<file path="src/rtl/mem_arbiter_pkg.sv">
// Shared encodings for the two-port memory arbiter: FSM states, grant ids,
// and the latched-transaction record.
package mem_arbiter_pkg;

    localparam logic [2:0] ST_IDLE     = 3'd0;
    localparam logic [2:0] ST_RD_WAIT  = 3'd1;
    localparam logic [2:0] ST_WR_START = 3'd2;
    localparam logic [2:0] ST_WR_WAIT  = 3'd3;
    localparam logic [2:0] ST_RESP     = 3'd4;

    localparam logic GNT_D  = 1'b0;
    localparam logic GNT_IF = 1'b1;

    typedef struct packed {
        logic id;   // port that owns the in-flight transaction
        logic we;   // 1 = write (data port only)
    } txn_t;

    function automatic logic other_port(input logic g);
        return (g == GNT_D) ? GNT_IF : GNT_D;
    endfunction

endpackage

</file>
<file path="src/rtl/mem_arbiter_pick.sv">
// Combinational winner selection between fetch and data requests.
// MEM_ARB_ROUND_ROBIN_EN: alternate on contention, else data port always wins.
module mem_arb_pick
    import mem_arbiter_pkg::*;
(
    input  logic if_req,
    input  logic d_req,
    input  logic last_grant,
    output logic grant_valid,
    output logic grant_id
);

`ifdef MEM_ARB_ROUND_ROBIN_EN
    always_comb begin
        grant_valid = if_req | d_req;
        grant_id    = GNT_D;
        if (if_req && d_req)
            grant_id = other_port(last_grant);
        else if (if_req)
            grant_id = GNT_IF;
    end
`else
    logic unused_last_grant;
    assign unused_last_grant = last_grant;

    always_comb begin
        grant_valid = if_req | d_req;
        grant_id    = GNT_D;
        if (if_req && !d_req)
            grant_id = GNT_IF;
    end
`endif

endmodule

</file>
<file path="src/rtl/mem_arbiter.sv">
// Two-port arbiter/sequencer in front of the word-addressed memory: serialises
// fetch reads and data reads/writes. Optional MEM_ARB_ROUND_ROBIN_EN fairness.
module mem_arbiter
    import mem_arbiter_pkg::*;
#(
    parameter int READ_LATENCY = 1,
    parameter int ADDR_W       = 32,
    parameter int DATA_W       = 32
) (
    input  logic              clock,
    input  logic              reset,
    input  logic              if_req,
    input  logic [ADDR_W-1:0] if_addr,
    output logic              if_ack,
    output logic [DATA_W-1:0] if_rdata,
    input  logic              d_req,
    input  logic              d_we,
    input  logic              d_byte,
    input  logic [ADDR_W-1:0] d_addr,
    input  logic [DATA_W-1:0] d_wdata,
    output logic              d_ack,
    output logic [DATA_W-1:0] d_rdata,
    output logic [ADDR_W-1:0] mem_addr_read,
    output logic [ADDR_W-1:0] mem_addr_write,
    output logic              mem_en_write,
    output logic [DATA_W-1:0] mem_data_write,
    output logic              mem_write_byte,
    input  logic [DATA_W-1:0] mem_out,
    input  logic              mem_ready,
    input  logic              mem_written,
    output logic              busy
);

    localparam logic [2:0] CNT_INIT = 3'(READ_LATENCY);

    logic [2:0] state;
    logic [2:0] cnt;
    txn_t       txn;
    logic       last_grant;
    logic       grant_valid;
    logic       grant_id;

    mem_arb_pick u_pick (
        .if_req     (if_req),
        .d_req      (d_req),
        .last_grant (last_grant),
        .grant_valid(grant_valid),
        .grant_id   (grant_id)
    );

`ifdef MEM_ARB_ROUND_ROBIN_EN
    // Reset value "fetch granted last" makes the data port win the first tie.
    logic last_q;
    always_ff @(posedge clock or negedge reset) begin
        if (!reset)
            last_q <= GNT_IF;
        else if (state == ST_IDLE && grant_valid)
            last_q <= grant_id;
    end
    assign last_grant = last_q;
`else
    assign last_grant = GNT_D;
`endif

    always_ff @(posedge clock or negedge reset) begin
        if (!reset) begin
            state          <= ST_IDLE;
            cnt            <= '0;
            txn            <= '0;
            busy           <= 1'b0;
            if_ack         <= 1'b0;
            d_ack          <= 1'b0;
            if_rdata       <= '0;
            d_rdata        <= '0;
            mem_addr_read  <= '0;
            mem_addr_write <= '0;
            mem_en_write   <= 1'b0;
            mem_data_write <= '0;
            mem_write_byte <= 1'b0;
        end else begin
            case (state)
                ST_IDLE: begin
                    if (grant_valid) begin
                        busy   <= 1'b1;
                        txn.id <= grant_id;
                        if (grant_id == GNT_D && d_we) begin
                            txn.we         <= 1'b1;
                            mem_addr_write <= d_addr;
                            mem_data_write <= d_wdata;
                            mem_write_byte <= d_byte;
                            mem_en_write   <= 1'b1;
                            state          <= ST_WR_START;
                        end else begin
                            txn.we        <= 1'b0;
                            mem_addr_read <= (grant_id == GNT_D) ? d_addr : if_addr;
                            cnt           <= CNT_INIT;
                            state         <= ST_RD_WAIT;
                        end
                    end
                end
                ST_RD_WAIT: begin
                    if (cnt != 3'd0) begin
                        cnt <= cnt - 3'd1;
                    end else if (mem_ready) begin
                        if (txn.id == GNT_IF) begin
                            if_rdata <= mem_out;
                            if_ack   <= 1'b1;
                        end else begin
                            d_rdata <= mem_out;
                            d_ack   <= 1'b1;
                        end
                        state <= ST_RESP;
                    end
                end
                ST_WR_START: begin
                    mem_en_write <= 1'b0;
                    state        <= ST_WR_WAIT;
                end
                ST_WR_WAIT: begin
                    if (mem_written && txn.we) begin
                        d_ack <= 1'b1;
                        state <= ST_RESP;
                    end
                end
                ST_RESP: begin
                    // Requests seen here belong to the finished transaction.
                    if_ack <= 1'b0;
                    d_ack  <= 1'b0;
                    busy   <= 1'b0;
                    state  <= ST_IDLE;
                end
                default: begin
                    if_ack       <= 1'b0;
                    d_ack        <= 1'b0;
                    mem_en_write <= 1'b0;
                    busy         <= 1'b0;
                    state        <= ST_IDLE;
                end
            endcase
        end
    end

endmodule

</file>
<file path="config.mk">
export PLATFORM = sky130hd
export DESIGN_NAME = mem_arbiter
export DESIGN_NICKNAME = d
export VERILOG_FILES = /design/src/rtl/mem_arbiter_pkg.sv /design/src/rtl/mem_arbiter_pick.sv /design/src/rtl/mem_arbiter.sv
export SDC_FILE = /design/constraint.sdc
export NUM_CORES = 1
export LEC_CHECK = 0
export ABC_AREA = 1
export BUFFER_PORTS_ARGS = -buffer_cell sky130_fd_sc_hd__clkbuf_2
export CORE_MARGIN = 2
export CORE_UTILIZATION = 45
export CTS_CLUSTER_SIZE = 24
export DETAILED_ROUTE_END_ITERATION = 6
export GPL_TIMING_DRIVEN = 1
export PLACE_DENSITY_LB_ADDON = 0.2
export SLEW_MARGIN = 15
export SYNTH_ARGS = -nofsm -noshare
export SYNTH_HDL_FRONTEND = slang
export SYNTH_SLANG_ARGS = --single-unit
</file>
<file path="constraint.sdc">
create_clock -name clock -period 2.2 [get_ports clock]
set_input_delay 0.11 -clock clock [delete_from_list [all_inputs] [get_ports clock]]
set_output_delay 0.11 -clock clock [all_outputs]
set_load 0.03 [all_outputs]
</file>
==> flow_metrics.env <==
export IMPL_status="finished clean"
export IMPL_fp_dieH_um=131
export IMPL_vias_in_the_first_global_route=7079
export IMPL_layout_drive_gt1_share_pct=28.7
export IMPL_antenna_found_initial=0
export IMPL_grt_first_pass_wirelength_mm=34.9
export IMPL_timing_max_slew_rel_slack_pct=59.4
export IMPL_use_met1_pct=31.3
export IMPL_detailed_place_area_mm2=0.00903
export IMPL_clkLatencyLatePin_ps=430
export IMPL_finalSetupTns_ps=0
export IMPL_maximum_number_of_pins_on_one_net_before_global_route_repair=73
export IMPL_gr_usage_met2_pct=46.5
export IMPL_route_detailed_vias_per_inst=4.78
export IMPL_clk_pin_slew_worst_paths_ps=70
export IMPL_routability_congestion=0.816
export IMPL_drt_pass1_iter_count=4
export IMPL_ctsLongestPathBuffers=2
export IMPL_final_hold_vios=0
export IMPL_globalRouteOverflowTotal=0
export IMPL_layout_nets=1396
export IMPL_initial_core_util_pct=45.9
export IMPL_core_area_mm2=0.0158
export IMPL_final_min_clock_period_ps=1790
export IMPL_n_fill_cell=1327
export IMPL_vias=7110
export IMPL_postLayoutCellArea_mm2=0.0107
export IMPL_post_synth_top_area_cell="dfrtp_1"
export IMPL_seq_area_frac_synth_pct=59.9
export IMPL_syn_nets=997
export IMPL_synth_cell_area_mm2=0.00723
export IMPL_p_leak_nw=5.97
export IMPL_share_of_the_synthesized_area_in_the_top_cell_type_pct=59.9
export IMPL_cp_max_fo=33
export IMPL_post_route_clock_skew_ps=11.5
export IMPL_syn_avg_cell_area_um2=8.42
export IMPL_drt_iter0_markers=302
export IMPL_synth_area_leaders="dfrtp_1 60%, nand2_1 20%, o21ai_0 5.5%"
export IMPL_globalRoute_busiestLayer="met2"
export IMPL_arrival_ps=2100
export IMPL_antenna_cells=0
export IMPL_timing_critical_path_required_ps=2510
export IMPL_peakVddDrop_uv=713
export IMPL_ant_nets=0
export IMPL_remaining_drc_errors=0
export IMPL_setup_worst_path_end_class="flip-flop"
export IMPL_tightest_slew_ps=608
export IMPL_routed_wirelength_mm=22.3
export IMPL_routedWlPerCell_um=15.0
export IMPL_postSynthCellCount=859
export IMPL_yosys_register_bits=173
export IMPL_boundaryPins=301
export IMPL_multi_input_comb_area_mm2=0.00244
export IMPL_clock_sink_count=173
export IMPL_dieArea_mm2=0.0171
export IMPL_hpwlAfterDp_mm=14.8
export IMPL_met3_usage_pct=6.11
export IMPL_sequential_cell_area_mm2=0.00433
export IMPL_ctsRootBufferMaster="clkbuf_16"
export IMPL_flow_area_growth_from_synthesis_pct=48.2
export IMPL_worst_slack_ps=409
export IMPL_finalSetupViolCount=0
export IMPL_die_w_um=131
export IMPL_worst_hold_slack_ps=21.5
export IMPL_maxSlewViolCount=0
export IMPL_achievable_frequency_ghz=0.558
export IMPL_floorplan_rows=46
export IMPL_tritoncts_num_buffers=17
export IMPL_min_delay_path_class="primary input to flip-flop"
export IMPL_gr_usage_all_layers_pct=26.3
export IMPL_post_route_util_pct=67.9
export IMPL_post_place_setup_slack_ps=409
export IMPL_yosys_warnings=0
export IMPL_placement_io_buffers=300
export IMPL_setup_worst_path_class="flip-flop to flip-flop"
export IMPL_power_density_cell_area_mw_per_mm2=1480
export IMPL_max_cap_violations=0
export IMPL_crit_path_launch_type="flip-flop"
export IMPL_synth_lib_cells_used_distinct=23
export IMPL_fin_crit_sh_pct=81.4
export IMPL_grt_setup_unrepaired="false"
export IMPL_htree_num_levels=4
export IMPL_tritoncts_clock_tree="built"
-- power by group --
group          internal, mW  switching, mW
Sequential             4.62          0.858
Combinational          1.99           5.15
Clock                  1.94           1.29
Total                  8.55           7.30
-- cells in the mapped netlist --
cell      count
nand3_1      49
nor2_2        2
inv_1        64
nor3_1        1
nor2_1       10
o21ai_1      36
buf_1         2
or2_2         1
clkbuf_1     17
nand2_2       1
nor2_4        3
buf_4         3
nand2_1     379
inv_2         4
xor2_1        1
ha_1          2
o21bai_1      1
buf_2        25
a21oi_1       4
o21ai_0      79
nand4_1       1
nor3_4        1
dfrtp_1     173
-- critical path: stages, from the launching register on --
cell	delay (ps)
dfrtp_1	450
inv_2	110
nand2_1	50
nor2_1	200
nand2_1	90
nor2_2	230
inv_2	300
nand2_1	160
nand2_1	80
-- state kept, by name, summed over array words and instances (netlist names), 2 cells and up --
signal and count:
cnt 3, mem_data_write 32, mem_addr_read 32, state 3, mem_addr_write 32, if_rdata 32, d_rdata 32, txn 2
-- cell families (layout without fill, tap and decap cells) --
kind of cell / Yosys count / in the layout / share of synthesized area (%)
AO/OA/AOI/OAI: 120 / 120 / 8.34
AND/OR/NAND/NOR: 448 / 448 / 24.8
adder cells (fa/ha/maj): 2 / 2 / 0.346
buffers and inverters: 115 / 526 / 6.56
flip-flops: 173 / 173 / 59.9
XOR/XNOR: 1 / 1 / 0.121
-- cells in the final DEF, fill, tap and decap left out, types with 9 or more instances in the layout --
cell           netlist  routed
dlygate4sd3_1        0     106
buf_4                3      16
nand2_1            379     378
nand3_1             49      49
clkbuf_16            0      17
inv_1               64      64
clkbuf_2             0     299
o21ai_0             79      79
dfrtp_1            173     173
nor2_1              10       9
o21ai_1             36      36
-- area by class of cell --
cell class / instances / share of cell area (%)
sequential: 173 / 40.4
timing repair buffer: 427 / 26.0
multi-input combinational: 571 / 22.8
clock buffer: 19 / 4.13
tap: 216 / 2.52
inverter: 68 / 2.38
clock inverter: 12 / 1.73
-- metrics by stage --
step | power (mW) | instances
final | 15.9 | 1486
after global routing | 16.8 | 1486
after CTS | 15.9 | 1486
after detailed placement | 12.5 | 1349
after global placement | 12.4 | 1349
after floorplan | 10.1 | 859
-- repair_timing --
action                    4_1_cts  5_1_grt
hold buffers                  106        0
gates resized for setup         0        0
hold endpoints to repair      191        0
buffers inserted                0        0
-- routing by layer --
metal | wire length, um | share of wire [%]
met3 | 1550 | 6.9
met2 | 11200 | 50
met5 | 0 | 0
met4 | 564 | 2.5
met1 | 8990 | 40
-- worst paths after layout --
path	from	to	slack [ps]	cells after the start
setup / recovery	state[1]	if_rdata[19]	410	8
hold / removal	if_addr[23]	mem_addr_read[23]	20	5
setup reg to reg	state[1]	if_rdata[19]	410	8
hold reg to reg	mem_addr_write[30]	mem_addr_write[30]	470	2
max in group asynchronous	reset	if_rdata[27]	1280	3
min in group asynchronous	reset	if_rdata[21]	250	2
Note: power is estimated with default switching activity, not from simulation.
